**config.mk**
```make
export PLATFORM = sky130hd
export DESIGN_NAME = boid_pixel_writer
export DESIGN_NICKNAME = d
export VERILOG_FILES = /design/src/rtl/boid_pixel_writer.sv
export SDC_FILE = /design/constraint.sdc
export NUM_CORES = 1
export LEC_CHECK = 0
export BUFFER_PORTS_ARGS = -buffer_cell sky130_fd_sc_hd__buf_2
export CORE_UTILIZATION = 61
export CTS_CLUSTER_DIAMETER = 100
export DETAILED_ROUTE_END_ITERATION = 16
export PLACE_DENSITY = 0.93
export SLEW_MARGIN = 10
export SYNTH_ARGS = -nofsm -noshare
export SYNTH_HDL_FRONTEND = slang
export SYNTH_SLANG_ARGS = --single-unit
```
**constraint.sdc**
```tcl
create_clock -name clk -period 8 [get_ports clk]
set_input_delay 1.2 -clock clk [delete_from_list [all_inputs] [get_ports clk]]
set_output_delay 1.2 -clock clk [all_outputs]
set_load 0.01 [all_outputs]
```
**src/rtl/boid_pixel_writer.sv**
```systemverilog
// Erase-then-draw pixel writer for boid positions, with a per-boid table of last-drawn addresses.
// Define BOID_PIXEL_CROSS_EN to draw each boid as a 5-pixel plus instead of a single pixel.
module boid_pixel_writer #(
    parameter int          N_BOIDS    = 2,
    parameter int          ID_W       = $clog2(N_BOIDS) + 1,
    parameter int          FRAC_BITS  = 16,
    parameter int          SCREEN_W   = 640,
    parameter int          SCREEN_H   = 480,
    parameter int          ADDR_W     = 19,
    parameter logic [7:0]  BOID_COLOR = 8'hFF,
    parameter logic [7:0]  BG_COLOR   = 8'h00
) (
    input  logic              clk,
    input  logic              reset,
    input  logic              in_valid,
    output logic              in_ready,
    input  logic [ID_W-1:0]   in_id,
    input  logic [31:0]       in_x,
    input  logic [31:0]       in_y,
    output logic              wr_en,
    input  logic              wr_ready,
    output logic [ADDR_W-1:0] wr_addr,
    output logic [7:0]        wr_data,
    output logic              busy,
    output logic              id_err
);
    // state | meaning
    // IDLE  | waiting for a position update
    // CONV  | bounds check and address computation
    // ERASE | writing background over the previously drawn pixel(s)
    // DRAW  | writing boid colour at the new pixel(s)
    // UPD   | committing the new address/mask to the table
    localparam logic [2:0] S_IDLE  = 3'd0;
    localparam logic [2:0] S_CONV  = 3'd1;
    localparam logic [2:0] S_ERASE = 3'd2;
    localparam logic [2:0] S_DRAW  = 3'd3;
    localparam logic [2:0] S_UPD   = 3'd4;

    localparam int IDX_W = (N_BOIDS > 1) ? $clog2(N_BOIDS) : 1;
    localparam logic [ID_W:0] N_ID = (ID_W + 1)'(N_BOIDS);
`ifdef BOID_PIXEL_CROSS_EN
    localparam int MASK_W = 5;
    localparam logic [ADDR_W-1:0] ROW_STEP = ADDR_W'(SCREEN_W);
`else
    localparam int MASK_W = 1;
`endif

    logic [2:0]               state;
    logic [IDX_W-1:0]         id_r;
    logic signed [31:0]       px_r;
    logic signed [31:0]       py_r;
    logic [ADDR_W-1:0]        new_addr_r;
    logic [MASK_W-1:0]        new_mask_r;
    logic [ADDR_W-1:0]        tbl_addr [N_BOIDS];
    logic [MASK_W-1:0]        tbl_mask [N_BOIDS];

    logic [ADDR_W-1:0]        conv_addr;
    logic [MASK_W-1:0]        conv_mask;
    logic [ADDR_W-1:0]        old_addr;
    logic [MASK_W-1:0]        old_mask;
    logic                     need_erase;
    logic                     wr_done;
    logic                     id_bad;

    function automatic logic pix_ok(input logic signed [31:0] x, input logic signed [31:0] y);
        return (x >= 0) && (x < SCREEN_W) && (y >= 0) && (y < SCREEN_H);
    endfunction

`ifdef BOID_PIXEL_CROSS_EN
    logic [2:0]        ofs;
    logic [2:0]        ofs_next;
    logic [MASK_W-1:0] act_mask;

    // Index of the first set mask bit at or above start; 5 means none left.
    function automatic logic [2:0] first_from(input logic [4:0] m, input int start);
        logic [2:0] r;
        r = 3'd5;
        for (int k = 4; k >= 0; k--)
            if (k >= start && m[k]) r = 3'(k);
        return r;
    endfunction

    function automatic logic [ADDR_W-1:0] ofs_addr(input logic [ADDR_W-1:0] c, input logic [2:0] o);
        case (o)
            3'd1:    return c - 1'b1;
            3'd2:    return c + 1'b1;
            3'd3:    return c - ROW_STEP;
            3'd4:    return c + ROW_STEP;
            default: return c;
        endcase
    endfunction

    assign act_mask = (state == S_ERASE) ? old_mask : new_mask_r;
    assign ofs_next = first_from(act_mask, int'(ofs) + 1);
`endif

    assign in_ready  = (state == S_IDLE);
    assign busy      = (state != S_IDLE);
    assign id_bad    = ({1'b0, in_id} >= N_ID);
    assign wr_done   = wr_en && wr_ready;
    assign old_addr  = tbl_addr[id_r];
    assign old_mask  = tbl_mask[id_r];
    assign conv_addr = ADDR_W'(py_r * SCREEN_W + px_r);

    always_comb begin
        conv_mask    = '0;
        conv_mask[0] = pix_ok(px_r, py_r);
`ifdef BOID_PIXEL_CROSS_EN
        conv_mask[1] = pix_ok(px_r - 1, py_r);
        conv_mask[2] = pix_ok(px_r + 1, py_r);
        conv_mask[3] = pix_ok(px_r, py_r - 1);
        conv_mask[4] = pix_ok(px_r, py_r + 1);
`endif
    end

    // A same-address update with an identical mask leaves the old pixels to be overdrawn.
    assign need_erase = (old_mask != '0) && ((old_addr != conv_addr) || (old_mask != conv_mask));

    always_comb begin
        wr_en   = 1'b0;
        wr_addr = '0;
        wr_data = '0;
        if (state == S_ERASE) begin
            wr_en   = 1'b1;
            wr_data = BG_COLOR;
`ifdef BOID_PIXEL_CROSS_EN
            wr_addr = ofs_addr(old_addr, ofs);
`else
            wr_addr = old_addr;
`endif
        end else if (state == S_DRAW) begin
            wr_en   = 1'b1;
            wr_data = BOID_COLOR;
`ifdef BOID_PIXEL_CROSS_EN
            wr_addr = ofs_addr(new_addr_r, ofs);
`else
            wr_addr = new_addr_r;
`endif
        end
    end

    always_ff @(posedge clk or negedge reset) begin
        if (!reset) begin
            state      <= S_IDLE;
            id_r       <= '0;
            px_r       <= '0;
            py_r       <= '0;
            new_addr_r <= '0;
            new_mask_r <= '0;
            id_err     <= 1'b0;
            for (int i = 0; i < N_BOIDS; i++) begin
                tbl_addr[i] <= '0;
                tbl_mask[i] <= '0;
            end
`ifdef BOID_PIXEL_CROSS_EN
            ofs <= '0;
`endif
        end else begin
            id_err <= 1'b0;
            case (state)
                S_IDLE: begin
                    if (in_valid) begin
                        if (id_bad) begin
                            id_err <= 1'b1;
                        end else begin
                            id_r  <= in_id[IDX_W-1:0];
                            px_r  <= $signed(in_x) >>> FRAC_BITS;
                            py_r  <= $signed(in_y) >>> FRAC_BITS;
                            state <= S_CONV;
                        end
                    end
                end
                S_CONV: begin
                    new_addr_r <= conv_addr;
                    new_mask_r <= conv_mask;
                    if (need_erase) begin
                        state <= S_ERASE;
`ifdef BOID_PIXEL_CROSS_EN
                        ofs <= first_from(old_mask, 0);
`endif
                    end else if (conv_mask != '0) begin
                        state <= S_DRAW;
`ifdef BOID_PIXEL_CROSS_EN
                        ofs <= first_from(conv_mask, 0);
`endif
                    end else begin
                        state <= S_UPD;
                    end
                end
                S_ERASE: begin
                    if (wr_done) begin
`ifdef BOID_PIXEL_CROSS_EN
                        if (ofs_next != 3'd5) begin
                            ofs <= ofs_next;
                        end else if (new_mask_r != '0) begin
                            ofs   <= first_from(new_mask_r, 0);
                            state <= S_DRAW;
                        end else begin
                            state <= S_UPD;
                        end
`else
                        state <= (new_mask_r != '0) ? S_DRAW : S_UPD;
`endif
                    end
                end
                S_DRAW: begin
                    if (wr_done) begin
`ifdef BOID_PIXEL_CROSS_EN
                        if (ofs_next != 3'd5) ofs <= ofs_next;
                        else                  state <= S_UPD;
`else
                        state <= S_UPD;
`endif
                    end
                end
                S_UPD: begin
                    tbl_addr[id_r] <= new_addr_r;
                    tbl_mask[id_r] <= new_mask_r;
                    state          <= S_IDLE;
                end
                default: state <= S_IDLE;
            endcase
        end
    end
endmodule

```
==> Yosys cells after proc, flatten, opt, wreduce, memory -nomap -nowiden <==
Index checks and enable logic that the tools add are counted.
{ "op_classes": {"add_sub_neg": 1, "mul": 1, "n_div": 0, "order_cmp": 7, "eq_ne": 10, "shifts": 0, "mux": 29, "bitwise_logic": 2, "reduce_logical": 11} }
{ "op_table": {"columns": ["op", "count"], "rows": [
  ["19-bit two-way mux", 6],
  ["38-bit bitwise mux", 1],
  ["16-bit by 1-bit greater-or-equal comparator with 1-bit output (second input constant)", 2],
  ["3-bit two-way mux", 7],
  ["19-bit by 16-bit adder with 19-bit output", 1],
  ["19-bit demux with 1-bit select", 1],
  ["19-bit inequality test", 1],
  ["16-bit by 10-bit less-than comparator with 1-bit output (second input constant)", 1],
  ["16-bit by 11-bit less-than comparator with 1-bit output (second input constant)", 1],
  ["16-bit by 4-bit multiplier with 12-bit output (second input constant)", 1],
  ["8-bit two-way mux", 2],
  ["3-bit one-hot mux with 4 select lines", 1],
  ["1-bit two-way mux", 9],
  ["2-bit inequality test (second input constant)", 4],
  ["3-bit by 2-bit equality test with 1-bit output (second input constant)", 2],
  ["1-bit logical AND", 6],
  ["2-bit greater-or-equal comparator (second input constant)", 2],
  ["4-bit AND reduction", 1],
  ["3-bit by 1-bit equality test with 1-bit output (second input constant)", 1],
  ["3-bit equality test (second input constant)", 1],
  ["3-bit zero test", 1],
  ["3-bit AND reduction", 1],
  ["3-bit nonzero test", 1],
  ["2-bit bitwise mux", 1],
  ["6 further kinds", 6]
]} }
{ "word_totals": {"regBits": 97, "latch_bits": 0, "mem_bits_rw": 0, "mem_bits_ro": 0, "in_bits": 70, "out_inout_bits": 31, "wordCells": 72, "n_memories": 0} }

==> Logic depth before layout (Yosys ltp) <==
Gate-level depths: netlist (run 1).
{ "depth": {"ltp_word": 9, "mapped_depth": 17, "mapped_depth_nobuf": 16} }

==> Worst setup path after synthesis (run 1) <==
OpenSTA, ideal clock, no wires.
{ "synth_timing": {"path_kind": "register -> register", "startpoint": "register py_r[1]", "endpoint": "register state[0]", "setup_time_ns": 0.092, "arrival_time_ns": 3.429, "required_ns": 7.908, "slack_ns": 4.479, "stages_incl_launch_ff": 17, "n_path_buf": 1, "period_less_slack_ns": 3.521, "cell_sequence": "dfrtp_1 ha_1 ha_1 inv_1 fa_1 inv_1 a21o_1 a21oi_1 xnor2_1 ha_1 clkbuf_8 or3b_1 o21bai_1 xor2_1 xnor2_1 or4_1 o31ai_2"} }
{ "synth_via": {"elab_chain_cells": 8, "elab_cells_between_ends": 13, "classes_between": "add/sub: 1; mul: 1; order compare: 2; eq/ne: 2; mux: 3; reduce/logical: 4"} }
{ "synth_lines": {"columns": ["item", "line_no", "rtl"], "rows": [
  ["from (decl)", "51", "logic signed [31:0] py_r;"],
  ["from (signal assigned)", "168", "py_r <= $signed(in_y) >>> FRAC_BITS;"],
  ["branches (longest 6 deep; another with 19-bit by 16-bit adder with 19-bit output)", null, null],
  ["3-bit two-way mux *", "176", "if (need_erase) begin"],
  ["3-bit one-hot mux with 4 select lines *", "160", "case (state)"],
  ["to (signal assigned)", "202", "state <= (new_mask_r != '0) ? S_DRAW : S_UPD;"],
  ["to (decl)", "48", "logic [2:0] state;"]
]} }
Every way passes the cells marked *.
A chain may end at the register's enable or synchronous reset.

==> Worst setup path after layout (run 1) <==
Ends and elaborated chain as after synthesis.

==> results of run 1 <==
critical path: cells and delay by family (launching register included):
kind	cells	cell delay, ns
fa+ha+maj	4	1.34
simple gates	2	0.83
compound gates	4	0.63
xor+xnor	3	0.51
flops	1	0.44
buf+inv	2	0.13
worst max-delay path by stage:
stage / startpoint / to / slack, ns / depth (start not counted)
global placement: py_r[1] / state[0] / 4.20 / 16
detailed placement: py_r[1] / state[0] / 4.09 / 15
CTS: py_r[1] / state[0] / 4.05 / 15
finish: py_r[1] / state[0] / 4.03 / 15
floorplan: py_r[1] / state[0] / 4.48 / 16
global route: py_r[1] / state[0] / 3.79 / 13
logic make-up after synthesis:
group,count (synthesis),synth area share (%)
flip-flops,97,44.2
multiplexers,94,19.1
AO/OA/AOI/OAI,72,8.00
buffers and inverters,41,3.67
adder cells (fa/ha/maj),31,7.34
XOR/XNOR,39,6.61
AND/OR/NAND/NOR,133,11.1
synth_stat cells, drive strengths merged, types with 3 or more instances:
cell type  count
clkbuf        15
a21o           6
mux2i         20
mux2          74
o21bai         4
dfrtp         97
buf           13
inv           13
o21ai         13
nor3           7
nand2         53
nor2          48
nand4          8
nor4           3
ha            29
a21oi         38
xnor2         18
xor2          20
per-layer routing:
layer	GRT usage (%)	vias up	wire length, um
li1	-	1883	-
met4	6.43	0	162
met1	34.2	1934	4980
met3	5.06	12	544
met2	44.1	117	5770
met5	0	-	0
flip-flops by register name, summed over array words and instances, names as in the netlist:
name / count
state: 3
id_r: 1
id_err: 1
tbl_mask: 2
px_r: 16
new_mask_r: 1
tbl_addr: 38
py_r: 16
new_addr_r: 19
area by class of cell:
type | instances | area, um^2 | area share [%]
timing repair buffer | 74 | 388 | 6.39
sequential | 97 | 2430 | 40.0
inverter | 13 | 48.8 | 0.804
clock inverter | 6 | 76.3 | 1.26
clock buffer | 10 | 128 | 2.10
tap | 108 | 135 | 2.23
multi-input combinational | 369 | 2860 | 47.2
power breakdown:
part           internal [W]  switching (W)  total [W]
Clock              0.000150       0.000180   0.000330
Sequential         0.000665       0.000138   0.000803
Combinational      0.000621       0.000721    0.00134
per-stage QoR:
step / util (%) / std cells / setup WS [ns]
detailed placement: 67.2 / 661 / 4.09
finish: 69.6 / 677 / 4.03
floorplan: - / 507 / 4.48
CTS: 69.6 / 677 / 4.05
global route: 69.6 / 677 / 3.79
global placement: 67.2 / 661 / 4.20
==> metrics.json, run 1 <==
{
  "run_status": "finished, final reports clean",
  "ff2ff_setup_slack_ns": 4.03,
  "power.ir.vdd_worst_uv": 208,
  "min_path_cells": 1,
  "fp.coreArea_mm2": 0.00872,
  "antenna_found_initial": 0,
  "htree_levels": 3,
  "final_common_cell": "sky130_fd_sc_hd__dfrtp_1",
  "synth_largest_type_area_fraction_pct": 44.2,
  "die-width_um": 96.9,
  "clock-sinks": 97,
  "post_synth_num_cell_types": 53,
  "finalSetupViolations": 0,
  "postSynth.asyncResetShare_pct": 100,
  "grt_pass1_wl_um": 19300,
  "dieHeight_um": 96.9,
  "cts_tree": "done",
  "cp_cell_sequence": "ha_1, ha_1, inv_1, fa_1, inv_1, a21o_1, a21oi_1, xnor2_1, ha_1, or3b_1, o21bai_1, xor2_1, xnor2_1, or4_1, o31ai_2",
  "skew_ns": 0.0125,
  "hold_path_end": "py_r[12]",
  "i_o_pin_count": 101,
  "crit_path_top_delay_cell": "sky130_fd_sc_hd__ha_1",
  "synth_nets": 608,
  "syn_to_final_growth_pct": 10.5,
  "worst_hold_path_type": "reg2reg",
  "mappedNetlistArea_mm2": 0.00549,
  "place.port_buffers": 68,
  "worstReg2RegEnd": "state[0]",
  "grt_overflow": 0,
  "pin_count_of_the_biggest_net_entering_global_routing": 53,
  "start_util_pct": 63.0,
  "ys_seq_area_share_pct": 44.2,
  "synth_top_area_cell": "sky130_fd_sc_hd__dfrtp_1",
  "cts_root_buf": "sky130_fd_sc_hd__clkbuf_8",
  "setup-tns-final_ns": 0,
  "power-per-cell-area_mw_per_mm2": 408,
  "min_period_over_period_pct": 49.7,
  "final_cell_mix": "97 x sky130_fd_sc_hd__dfrtp_1, 74 x sky130_fd_sc_hd__mux2_2, 67 x sky130_fd_sc_hd__buf_2",
  "insertion_delay_to_the_later_sink_of_the_worst_skew_pair_ns": 0.37,
  "drt_wl_total_um": 11500,
  "worst_hold_slack_ns": 0.515,
  "core.rowCount": 34,
  "drc": 0,
  "holdCritStartpoint": "py_r[12]",
  "netlist_top_cells_area": "sky130_fd_sc_hd__dfrtp_1 44%, sky130_fd_sc_hd__mux2_2 15%, sky130_fd_sc_hd__ha_1 6.6%",
  "reg2regPathDepth": 15,
  "worst_path_most_repeated_cell": "sky130_fd_sc_hd__ha_1",
  "drive_gt1_share_pct": 31.3,
  "critPathMaxStageDelay_ns": 0.46,
  "path_clk_slew_ns": 0.09,
  "critPathArrivalTime_ns": 4.26,
  "design_power_total_w": 0.00248,
  "finish.net_count": 665,
  "vias": 3946,
  "max-cap-violations": 0,
  "placedInstanceArea_mm2": 0.00586,
  "fin_crit_ns": 3.97,
  "synth.ff_latch_count": 97,
  "grt_pass1_vias": 3954,
  "drt.antenna.violating_nets": 0,
  "cellLeakagePower_nw": 2.95,
  "yosys_warnings": 0,
  "finish.instance_area_mm2": 0.00607,
  "synth_edf_count": 0,
  "timing_hold_violations_final": 0,
  "crit_fanout": 9,
  "critPathLaunchType": "register",
  "postSynthCellCount": 507,
  "vias_per_cell": 5.83,
  "cts-hold-fix-buffers": 0,
  "unrepaired_setup_endpoints_after_global_routing": "false",
  "cp-end-kind": "register",
  "worstMarginPinSlew_ns": 1.07,
  "postSynth.topFlopCell": "sky130_fd_sc_hd__dfrtp_1",
  "tritoncts.num_buffers": 9,
  "detail_route.first_pass.iterations": 5,
  "design.die.area_mm2": 0.00938,
  "place.detailed.hpwl_um": 8070,
  "ctsLongestPathBuffers": 2,
  "max_freq_mhz": 252,
  "routability_cong": 0.836,
  "antenna-diode-count": 0,
  "finalMaxSlewViolations": 0,
  "critPathRequiredTime_ns": 8.28,
  "worstSetupPathType": "reg2reg",
  "nFillCells": 650,
  "worst_r2r_startpoint": "py_r[1]",
  "slew_headroom_pct": 29.0,
  "cts-resized-gates": 0,
  "cts_setup_buffers": 0,
  "wl_per_cell_um": 16.9,
  "drt_first_iter_violations": 184,
  "mean_syn_cell_area_um2": 10.8,
  "grt_use_total_pct": 25.9
}
Power figures use the tool's default switching activity.
==> run 2: changes to the inputs <==
--- a/config.mk
+++ b/config.mk
@@ -5,11 +5,12 @@
 export SDC_FILE = /design/constraint.sdc
 export NUM_CORES = 1
 export LEC_CHECK = 0
+export ABC_AREA = 1
 export BUFFER_PORTS_ARGS = -buffer_cell sky130_fd_sc_hd__buf_2
-export CORE_UTILIZATION = 61
+export CORE_UTILIZATION = 51
 export CTS_CLUSTER_DIAMETER = 100
 export DETAILED_ROUTE_END_ITERATION = 16
-export PLACE_DENSITY = 0.93
+export PLACE_DENSITY = 0.84
 export SLEW_MARGIN = 10
 export SYNTH_ARGS = -nofsm -noshare
 export SYNTH_HDL_FRONTEND = slang
==> constraint.sdc (replaced) <==
create_clock -name clk -period 3.3 [get_ports clk]
set_input_delay 0.495 -clock clk [delete_from_list [all_inputs] [get_ports clk]]
set_output_delay 0.495 -clock clk [all_outputs]
set_load 0.01 [all_outputs]
==> run 2 against run 1 <==
Net effect:
- the run now ends with negative setup slack left
- non-clock buffer count is 19 higher
- cell area grew 12%
- maximum frequency is 17% higher
- core utilization down 7.7 points
- via count rose by 30%
- wire length rose by 20%
- clock skew decreased by 0.0058 ns
- critical endpoint unchanged
- largest cell class unchanged
==> metrics.json, run 2 <==
{
  "crit_path_top_delay_cell": "sky130_fd_sc_hd__dfrtp_1",
  "worst_hold_slack": {"value": 0.226, "unit": "ns", "change": "-0.289 ns"},
  "start_util": {"value": 52.9, "unit": "%", "change": "-10 points"},
  "ctsLongestPathBuffers": {"value": 2, "change": "unchanged"},
  "final_common_cell": "sky130_fd_sc_hd__nand2_1",
  "dieHeight": {"value": 108, "unit": "um", "change": "+12%"},
  "cts-hold-fix-buffers": {"value": 0, "change": "unchanged"},
  "met2WireLength": {"value": 6780, "unit": "um", "change": "+18%"},
  "cts_tree": "done",
  "run_status": "finished, violations left",
  "post_synth_num_cell_types": {"value": 38, "change": "-28%"},
  "pin_count_of_the_biggest_net_entering_global_routing": {"value": 61, "change": "+15%"},
  "critPathRequiredTime": {"value": 3.55, "unit": "ns", "change": "-4.73 ns"},
  "timing_hold_violations_final": {"value": 0, "change": "unchanged"},
  "finalMaxSlewViolations": {"value": 0, "change": "unchanged"},
  "place_inst": {"value": 958, "change": "+45%"},
  "fin_crit": {"value": 3.38, "unit": "ns", "change": "-0.589 ns"},
  "synth_edf_count": {"value": 0, "change": "unchanged"},
  "core.rowCount": {"value": 38, "change": "+12%"},
  "slew_headroom": {"value": 36.1, "unit": "%", "change": "+7.1 points"},
  "mean_syn_cell_area": {"value": 7.60, "unit": "um^2", "change": "-30%"},
  "critPathArrivalTime": {"value": 3.63, "unit": "ns", "change": "-0.63 ns"},
  "insertion_delay_to_the_later_sink_of_the_worst_skew_pair": {"value": 0.35, "unit": "ns", "change": "-0.02 ns"},
  "synth_top_area_cell": "sky130_fd_sc_hd__dfrtp_1",
  "design.die.area": {"value": 0.0118, "unit": "mm^2", "change": "+25%"},
  "syn_to_final_growth_pct": 17.0,
  "worstMarginPinSlew": {"value": 0.955, "unit": "ns", "change": "-0.110 ns"},
  "routability_cong": {"value": 0.865, "change": "+3.5%"},
  "finalSetupViolations": {"value": 1, "change": "+1"},
  "place.detailed.hpwl": {"value": 9530, "unit": "um", "change": "+18%"},
  "synth.top_cells.by_count": "219 x sky130_fd_sc_hd__nand2_1, 100 x sky130_fd_sc_hd__inv_1, 97 x sky130_fd_sc_hd__dfrtp_1, 70 x sky130_fd_sc_hd__o21ai_0, 56 x sky130_fd_sc_hd__nor2_1",
  "antenna_found_initial": {"value": 0, "change": "unchanged"},
  "worstSetupPathType": "reg2reg",
  "drt_first_iter_violations": {"value": 378, "change": "+110%"},
  "cts_root_buf": "sky130_fd_sc_hd__clkbuf_16",
  "crit_fanout": {"value": 4, "change": "-5"},
  "wl_met1": {"value": 6090, "unit": "um", "change": "+22%"},
  "unrepaired_setup_endpoints_after_global_routing": "true",
  "yosys_warnings": {"value": 0, "change": "unchanged"},
  "grt_pass1_wl": {"value": 22400, "unit": "um", "change": "+16%"},
  "fin_ws": {"value": -0.0846, "unit": "ns", "change": "-4.11 ns"},
  "postSynth.topFlopCell": "sky130_fd_sc_hd__dfrtp_1",
  "critPathLaunchType": "register",
  "drt.antenna.violating_nets": {"value": 0, "change": "unchanged"},
  "postSynthCellCount": {"value": 761, "change": "+50%"},
  "worst_path_most_repeated_cell": "sky130_fd_sc_hd__nand2_1",
  "nFillCells": {"value": 965, "change": "+48%"},
  "grt_pass1_vias": {"value": 4868, "change": "+23%"},
  "registers.top_by_ff_count": "tbl_addr",
  "finish.net_count": {"value": 935, "change": "+41%"},
  "route.met3.wl": {"value": 706, "unit": "um", "change": "+30%"},
  "min_period_over_period": {"value": 103, "unit": "%", "change": "+53 points"},
  "max_freq": {"value": 295, "unit": "MHz", "change": "+17%"},
  "i_o_pin_count": {"value": 101, "change": "unchanged"},
  "final_cell_count_no_fill": {"value": 978, "change": "+44%"},
  "largest_register_ffs": {"value": 38, "change": "unchanged"},
  "grt_overflow": {"value": 0, "change": "unchanged"},
  "grt_use_total": {"value": 24.5, "unit": "%", "change": "-1.4 points"},
  "netlist_top_cells_area": "sky130_fd_sc_hd__dfrtp_1 42%, sky130_fd_sc_hd__nand2_1 14%, sky130_fd_sc_hd__inv_1 6.5%",
  "largest_registers": "tbl_addr (38), new_addr_r (19)",
  "place.port_buffers": {"value": 68, "change": "unchanged"},
  "maxUsedRoutingLayer": "met4",
  "vias_per_cell": {"value": 5.23, "change": "-10%"},
  "wl_per_cell": {"value": 14.1, "unit": "um", "change": "-17%"},
  "mappedNetlistArea": {"value": 0.00578, "unit": "mm^2", "change": "+5.4%"},
  "synth.ff_latch_count": {"value": 97, "change": "unchanged"},
  "postSynth.asyncResetShare": {"value": 100, "unit": "%", "change": "unchanged"},
  "die-width": {"value": 108, "unit": "um", "change": "+12%"},
  "synth_nets": {"value": 862, "change": "+42%"},
  "synth_largest_type_area_fraction": {"value": 42.0, "unit": "%", "change": "-2.2 points"},
  "synth.most_common_cell": "sky130_fd_sc_hd__nand2_1",
  "worst_hold_path_type": "in2async",
  "antenna-diode-count": {"value": 0, "change": "unchanged"},
  "max-cap-violations": {"value": 0, "change": "unchanged"},
  "skew": {"value": 0.00674, "unit": "ns", "change": "-0.00580 ns"},
  "clock-sinks": {"value": 97, "change": "unchanged"},
  "htree_levels": {"value": 3, "change": "unchanged"},
  "failing_checks": "negative setup slack",
  "drive_gt1_share": {"value": 21.5, "unit": "%", "change": "-9.8 points"},
  "tritoncts.num_buffers": {"value": 9, "change": "unchanged"},
  "critPathMaxStageDelay": {"value": 0.39, "unit": "ns", "change": "-0.07 ns"},
  "cp-end-kind": "register",
  "detail_route.first_pass.iterations": {"value": 6, "change": "+1"},
  "drc": {"value": 0, "change": "unchanged"},
  "final_cell_mix": "206 x sky130_fd_sc_hd__nand2_1, 97 x sky130_fd_sc_hd__inv_1, 97 x sky130_fd_sc_hd__dfrtp_1",
  "fp.coreArea": {"value": 0.0109, "unit": "mm^2", "change": "+25%"},
  "cp_cell_sequence": "ha_1, ha_2, inv_2, fa_2, o21ai_4, a31oi_2, xnor2_1, ha_1, nand2_2, nor2_4, nand2_1, nand3_2, nand2_2, and2_4, nor2_2, nor2_1, nand3_1, nand2_1, nand2_1, nand2_1, nand2_1, nand2_1",
  "path_clk_slew": {"value": 0.07, "unit": "ns", "change": "-0.02 ns"},
  "drt_wl_total": {"value": 13800, "unit": "um", "change": "+20%"},
  "ys_seq_area_share": {"value": 42.0, "unit": "%", "change": "-2.2 points"},
  "vias": {"value": 5117, "change": "+30%"}
}
run 2: changes by cell type after synthesis, moves of 6 or more:
cell                      previous run  this run
sky130_fd_sc_hd__nand2_1            52       219
sky130_fd_sc_hd__inv_1              13       100
sky130_fd_sc_hd__o21ai_0            11        70
sky130_fd_sc_hd__mux2_2             74        19
sky130_fd_sc_hd__nand3_1             2        52
sky130_fd_sc_hd__xor2_1             20         1
sky130_fd_sc_hd__mux2i_1            19         2
sky130_fd_sc_hd__o22ai_1             0        14
sky130_fd_sc_hd__a21oi_1            37        25
sky130_fd_sc_hd__xnor2_1            17         6
sky130_fd_sc_hd__nor2_1             48        56
sky130_fd_sc_hd__buf_2               0         6
run 2: final cells by class:
cell class                 count  area (um^2)  share of cell area, %
clock buffer                  12          246                   3.64
clock inverter                 3         25.0                  0.370
sequential                    97         2430                   35.9
inverter                     105          397                   5.86
tap                          140          175                   2.59
multi-input combinational    528         2960                   43.7
timing repair buffer          93          543                   8.02
run 2: final timing paths:
path	slack [ns]	end	startpoint	cells past startpoint
min in group clk	0.37	id_err	in_id[1]	3
min reg2reg	0.48	tbl_addr[17]	tbl_addr[17]	2
max	-0.08	state[0]	py_r[1]	22
max reg2reg	-0.08	state[0]	py_r[1]	22
min	0.23	tbl_addr[12]	reset	1
max in group asynchronous	2.40	py_r[12]	reset	2
run 2: logic make-up (layout without fill, tap and decap cells):
logic type / after synthesis / after routing / share of synthesized area [%]
and+or+nand+nor: 347 / 347 / 24.6
buffers and inverters: 136 / 213 / 9.97
adders and majority gates: 31 / 31 / 6.97
muxes: 21 / 21 / 4.05
AOI/OAI and AO/OA: 122 / 122 / 11.4
DFF: 97 / 97 / 42.0
xor gates and xnor gates: 7 / 7 / 1.06
run 2: worst max-delay path: cells and delay by family (launching register included):
kind / cells / cell delay [ns]
DFF: 1 / 0.39
and+or+nand+nor: 14 / 1.16
AOI/OAI and AO/OA: 2 / 0.31
buffers and inverters: 1 / 0.04
adders and majority gates: 4 / 1.25
xor gates and xnor gates: 1 / 0.15
run 2: timing repair:
action	in CTS	in global routing
endpoints found under the hold margin	0	0
gates resized for setup	5	38
setup endpoints to repair	1	2
pin swaps	2	34
buffers inserted	0	5
run 2: routing by layer:
metal	up-vias	track usage [%]
li1	2565	-
met1	2387	32.3
met2	147	41.5
met3	18	4.16
met4	0	7.05
met5	-	0
run 2: stage by stage:
stage | utilization [%] | instance area [um^2] | worst slack [ns] | TNS (ns)
finish | 61.9 | 6770 | -0.0846 | -0.0846
global route | 61.9 | 6770 | -0.273 | -0.369
CTS | 60.2 | 6590 | 0.0294 | 0
detailed placement | 57.5 | 6290 | -0.109 | -0.109
global placement | 57.5 | 6290 | -0.0549 | -0.0549
floorplan | - | 5780 | 0.165 | 0
Power of run 2 is not shown: default switching activity piles up to over one toggle a cycle in this logic, so the estimate is an artifact.
